## src/rtl/pipo_arb_pkg.sv

```systemverilog
// Shared definitions for the PIPO load arbiter: FSM state encoding,
// default sizing constants and the round-robin index helper.
package pipo_arb_pkg;

   localparam int DEF_NREQ  = 4;
   localparam int DEF_WIDTH = 4;

   typedef enum logic [1:0] {
      IDLE = 2'd0,
      LOAD = 2'd1,
      ACK  = 2'd2
   } arb_state_t;

   // Index reached by stepping 'offset' places upward from 'base', wrapping at n.
   function automatic int wrapIndex(input int base, input int offset, input int n);
      int sum;
      sum = base + offset;
      return (sum >= n) ? (sum - n) : sum;
   endfunction

endpackage

```

## src/rtl/pipo_reg.sv

```systemverilog
// Parallel-in parallel-out register shared by all requesters.
// Captures parallel_in on a clock edge where load is high, otherwise holds.
module pipo_reg #(
   parameter int WIDTH = 4
) (
   input  logic             clk,
   input  logic             rst,
   input  logic             load,
   input  logic [WIDTH-1:0] parallel_in,
   output logic [WIDTH-1:0] parallel_out
);

   logic [WIDTH-1:0] r_value;

   // Storage element: clears on reset, loads only when the arbiter strobes load.
   always_ff @(posedge clk or negedge rst) begin
      if (!rst) begin
         r_value <= '0;
      end else if (load) begin
         r_value <= parallel_in;
      end
   end

   assign parallel_out = r_value;

endmodule

```

## src/rtl/pipo_load_arbiter.sv

```systemverilog
// Round-robin arbiter granting NREQ requesters write access to one shared
// PIPO register. Each transaction walks IDLE -> LOAD -> ACK, so a load
// completes every three cycles at best. The search pointer advances past
// the last served requester so continuous requesters rotate strictly.
module pipo_load_arbiter
   import pipo_arb_pkg::*;
#(
   parameter int NREQ  = DEF_NREQ,
   parameter int WIDTH = DEF_WIDTH
) (
   input  logic                  clk,
   input  logic                  rst,
   input  logic [NREQ-1:0]       req,
   input  logic [NREQ*WIDTH-1:0] req_data,
   output logic [NREQ-1:0]       ack,
   output logic [1:0]            grant_id,
   output logic [WIDTH-1:0]      q,
   output logic                  busy,
   output logic [7:0]            load_count
);

   arb_state_t       r_state;
   logic [1:0]       r_ptr;
   logic [1:0]       r_grant;
   logic [WIDTH-1:0] r_data;
   logic [NREQ-1:0]  r_ack;
   logic             r_busy;
   logic [7:0]       r_count;

   logic             w_found;
   logic [1:0]       w_winner;
   logic             w_load;
   logic [1:0]       w_nextPtr;

   // Winner search: first asserted request at or above r_ptr, wrapping to 0.
   always_comb begin
      w_found  = 1'b0;
      w_winner = 2'd0;
      for (int k = 0; k < NREQ; k++) begin
         if (!w_found && req[wrapIndex(int'(r_ptr), k, NREQ)]) begin
            w_found  = 1'b1;
            w_winner = 2'(wrapIndex(int'(r_ptr), k, NREQ));
         end
      end
   end

   assign w_nextPtr = (int'(r_grant) == NREQ - 1) ? 2'd0 : (r_grant + 2'd1);
   assign w_load    = (r_state == LOAD);

   // Transaction FSM with registered ack/busy/grant and the saturating load counter.
   always_ff @(posedge clk or negedge rst) begin
      if (!rst) begin
         r_state <= IDLE;
         r_ptr   <= 2'd0;
         r_grant <= 2'd0;
         r_data  <= '0;
         r_ack   <= '0;
         r_busy  <= 1'b0;
         r_count <= 8'd0;
      end else begin
         case (r_state)
            IDLE: begin
               r_ack <= '0;
               if (w_found) begin
                  r_grant <= w_winner;
                  r_data  <= req_data[int'(w_winner)*WIDTH +: WIDTH];
                  r_busy  <= 1'b1;
                  r_state <= LOAD;
               end
            end
            LOAD: begin
               r_ack   <= {{(NREQ-1){1'b0}}, 1'b1} << r_grant;
               r_busy  <= 1'b1;
               r_state <= ACK;
            end
            ACK: begin
               r_ack   <= '0;
               r_busy  <= 1'b0;
               r_ptr   <= w_nextPtr;
               if (r_count != 8'hFF) begin
                  r_count <= r_count + 8'd1;
               end
               r_state <= IDLE;
            end
            default: begin
               r_ack   <= '0;
               r_busy  <= 1'b0;
               r_state <= IDLE;
            end
         endcase
      end
   end

   pipo_reg #(
      .WIDTH (WIDTH)
   ) u_reg (
      .clk          (clk),
      .rst          (rst),
      .load         (w_load),
      .parallel_in  (r_data),
      .parallel_out (q)
   );

   assign ack        = r_ack;
   assign grant_id   = r_grant;
   assign busy       = r_busy;
   assign load_count = r_count;

endmodule
```

## config.mk

```make
export PLATFORM = sky130hd
export DESIGN_NAME = pipo_load_arbiter
export DESIGN_NICKNAME = d
export VERILOG_FILES = /design/src/rtl/pipo_arb_pkg.sv /design/src/rtl/pipo_reg.sv /design/src/rtl/pipo_load_arbiter.sv
export SDC_FILE = /design/constraint.sdc
export NUM_CORES = 1
export LEC_CHECK = 0
export ABC_AREA = 1
export CAP_MARGIN = 20
export CORE_MARGIN = 1.5
export CORE_UTILIZATION = 35
export CTS_BUF_LIST = sky130_fd_sc_hd__clkbuf_8
export DETAILED_ROUTE_END_ITERATION = 8
export SLEW_MARGIN = 20
export SYNTH_ARGS = -nofsm -noshare
export SYNTH_HDL_FRONTEND = slang
export SYNTH_SLANG_ARGS = --single-unit
```

## constraint.sdc

```tcl
create_clock -name clk -period 1.9 [get_ports clk]
set_input_delay 0.38 -clock clk [delete_from_list [all_inputs] [get_ports clk]]
set_output_delay 0.38 -clock clk [all_outputs]
set_load 0.02 [all_outputs]
```

==> results.py <==
metrics = {
    "yosys": {
        "synth.top_cell.area_share": 0.4119,
        "syn_area_mm2": 0.001640,
        "syn-num-nets": 231,
        "yosysTopAreaCell": "dfrtp_1",
        "synth_area_per_cell_um2": 8.041,
        "synth.area.top_cells": "dfrtp_1 41%, nand2_1 14%, inv_1 7.3%, nand3_1 6.1%, nand2_4 5.5%",
        "yosysSeqAreaShare": 0.4119,
        "synthDistinctLibCells": 29,
        "synth_seq_cells": 27,
        "synth_warnings": 0,
        "syn_inst": 204,
    },
    "detailed_routing": {
        "drc": 0,
        "drt_wl_total_mm": 3.011,
        "viasPerCell": 4.406,
        "firstDrtPassIters": 4,
        "first_iter_violations": 64,
        "vias": 1357,
        "drtAntennaViolNets": 0,
        "wire_per_inst_um": 9.776,
    },
    "critical_path": {
        "worst-path-max-fanout": 5,
        "path_buf_inv": 1,
        "cpPeakStageDelay_ns": 0.63,
        "required_ns": 1.52,
        "worstPathArrival_ns": 1.33,
        "critical_path_class": "register to primary output",
        "slowest_stage": "clkdlybuf4s50_1",
        "worst_path_dominant_cell_family": "buffers and inverters",
        "path_cells": "clkdlybuf4s50_1",
        "cp-start-kind": "register",
        "end_kind": "primary output",
    },
    "sta": {
        "grt_setup_unrepaired": "false",
        "maxSlewViolCount": 0,
        "tightest_slew_ns": 0.3301,
        "hold_viol_final": 0,
        "setup_viol": 0,
        "finalClockSkew_ns": 0.008814,
        "fmax_mhz": 583.8,
        "layout_min_cycle_time_ns": 1.713,
        "min_period_over_period": 0.9015,
        "maxSlewHeadroom": 0.7791,
    },
    "place": {
        "io_buffers": 40,
        "place_area_mm2": 0.002165,
        "hpwl_mm": 2.417,
        "finalWeightedCongestion": 0.7664,
    },
    "clock_tree": {
        "cts_hold_buf": 0,
        "numCtsBuffers": 3,
        "cts_tree": "built",
        "post_cts_buffers": 0,
        "cts_max_level": 1,
        "root_buffer": "clkbuf_8",
        "clock_latency_ns": 0.27,
        "cts.clk_slew.worst_paths_ns": 0.09,
        "ctsLongestPathBuffers": 2,
        "clock_sinks": 27,
    },
    "cells_and_area": {
        "final_cell_mix": "62 x nand2_1, 40 x clkdlybuf4s50_1, 32 x inv_1",
        "stdcell_area_mm2": 0.002225,
        "layout_commonest_cell": "nand2_1",
        "fin_util": 0.5006,
        "area_growth_syn_to_layout_pct": 35.62,
        "layout-drive-gt1-share": 0.1758,
        "antenna_cells": 0,
        "seq_area_um2": 676.9,
        "fillers": 445,
        "final_nets": 284,
        "multi_input_area_um2": 824.5,
    },
    "pwr": {
        "internal_power_mw": 2.003,
        "power_density_mw_per_mm2": 1716,
        "p_clk_frac": 0.083,
        "p_sw_mw": 1.815,
        "p_comb_frac": 0.651,
        "seqPwrFrac": 0.266,
        "p_leak_nw": 1.140,
        "ir_drop_v": 0.0004777,
        "switching_share": 0.4754,
    },
    "die": {
        "row_count": 24,
        "die_width_um": 71.46,
        "die-area_mm2": 0.005107,
        "core_mm2": 0.004444,
        "initial_core_util": 0.3691,
        "die_h_um": 71.46,
        "io_pins": 41,
    },
    "global_routing": {
        "grt_pass1_wl_mm": 5.499,
        "grt_overflow": 0,
        "globalRouteTotalUtil": 0.1333,
        "grt_max_degree": 28,
        "grt_pass1_vias": 1258,
        "antenna_found_initial": 0,
    },
    "job": {
        "maxCapViolations": 0,
    },
    "outcome": {
        "outcome": "complete, no violations",
    },
    "worst_hold_path": {
        "hp-class": "primary input to asynchronous set/reset pin",
    },
}
==> area by class of cell <==
class,instances,area share
well taps,52,0.02925
inverters,35,0.06131
multi-input cells,140,0.3706
clock buffers,3,0.01856
repair buffers,50,0.2137
flip-flops and latches,27,0.3043
clock inverters,1,0.002250
==> worst reg2reg max path, cell delays in order (launching register included) <==
cell and delay (ns):
dfrtp_2 0.45, buf_4 0.17, nand2_1 0.07, nand2_2 0.08
nand2_4 0.08, nand2_4 0.06, nor2_8 0.12, nand3_4 0.09
nand2_4 0.10, nand2_4 0.10, inv_4 0.08, nand2_1 0.05
nand3_1 0.07, nand3_1 0.07
==> cells in the mapped netlist, drive strengths merged <==
library cell,number
nand3b,1
xor2,3
ha,5
dfrtp,27
o31ai,1
nand3,24
a21oi,3
and3,1
o21ai,4
xnor2,4
and2,1
buf,2
mux2,1
nor2,13
a31oi,1
nand4,1
inv,35
nand2,77
==> sequential cells by signal, indices dropped and copies added (netlist names) <==
register,count
load_count,8
ack,4
r_data,4
u_reg.parallel_out,4
grant_id,2
r_ptr,2
r_state,2
busy,1
==> power groups by stage <==
stage          clock [mW]  combinational, mW  sequential, mW
2_1_floorplan           0               1.56            1.17
3_3_place_gp            0               2.46            1.02
3_5_place_dp            0               2.48            1.02
4_1_cts             0.336               2.49            1.01
5_1_grt             0.354               2.80            1.05
6_report            0.315               2.49            1.02
==> kinds of logic (layout without fill, tap and decap cells) <==
group,Yosys count,after routing,synth area share
adders and majority gates,5,5,0.03814
DFF,27,27,0.4119
muxes,1,1,0.006865
and+or+nand+nor,118,118,0.3753
xor gates and xnor gates,7,7,0.03738
AOI/OAI and AO/OA,9,9,0.03891
buffers and inverters,37,89,0.09154
==> through the flow <==
step / TNS (ns) / setup WS (ns) / cells / hold WS [ns] / total power, mW
after floorplan: 0 / 0.1234 / 204 / 0.08441 / 2.730
after global placement: -0.2992 / -0.08008 / 304 / 0.4615 / 3.482
after detailed placement: -0.3810 / -0.1158 / 304 / 0.4600 / 3.500
after CTS: 0 / 0.1544 / 308 / 0.4800 / 3.833
after global routing: 0 / 0.004733 / 308 / 0.4887 / 4.210
final: 0 / 0.1871 / 308 / 0.4684 / 3.818
==> repair_timing <==
action	4_1_cts	5_1_grt
hold endpoints to repair	0	0
endpoints found under the setup margin	0	2
resized for setup	0	4
==> path summary, 6_finish.rpt <==
kind | slack, ns | to | cells past startpoint | start
min in group clk | 0.47 | u_reg.parallel_out[0] | 2 | u_reg.parallel_out[0]
min reg2reg | 0.47 | u_reg.parallel_out[0] | 2 | u_reg.parallel_out[0]
max in group asynchronous | 1.16 | r_ptr[0] | 2 | rst
max | 0.19 | grant_id[0] | 1 | grant_id[0]
min | 0.47 | load_count[4] | 2 | rst
max reg2reg | 0.20 | r_data[1] | 13 | r_ptr[0]
==> layer usage <==
metal,GRT usage,vias up,wire length (um)
met5,0,-,0
met4,0.02516,0,19
met3,0.03094,2,116
met2,0.2118,34,1330
met1,0.1886,594,1545
li1,-,727,-
No activity file was read; power rests on OpenSTA's default activity.
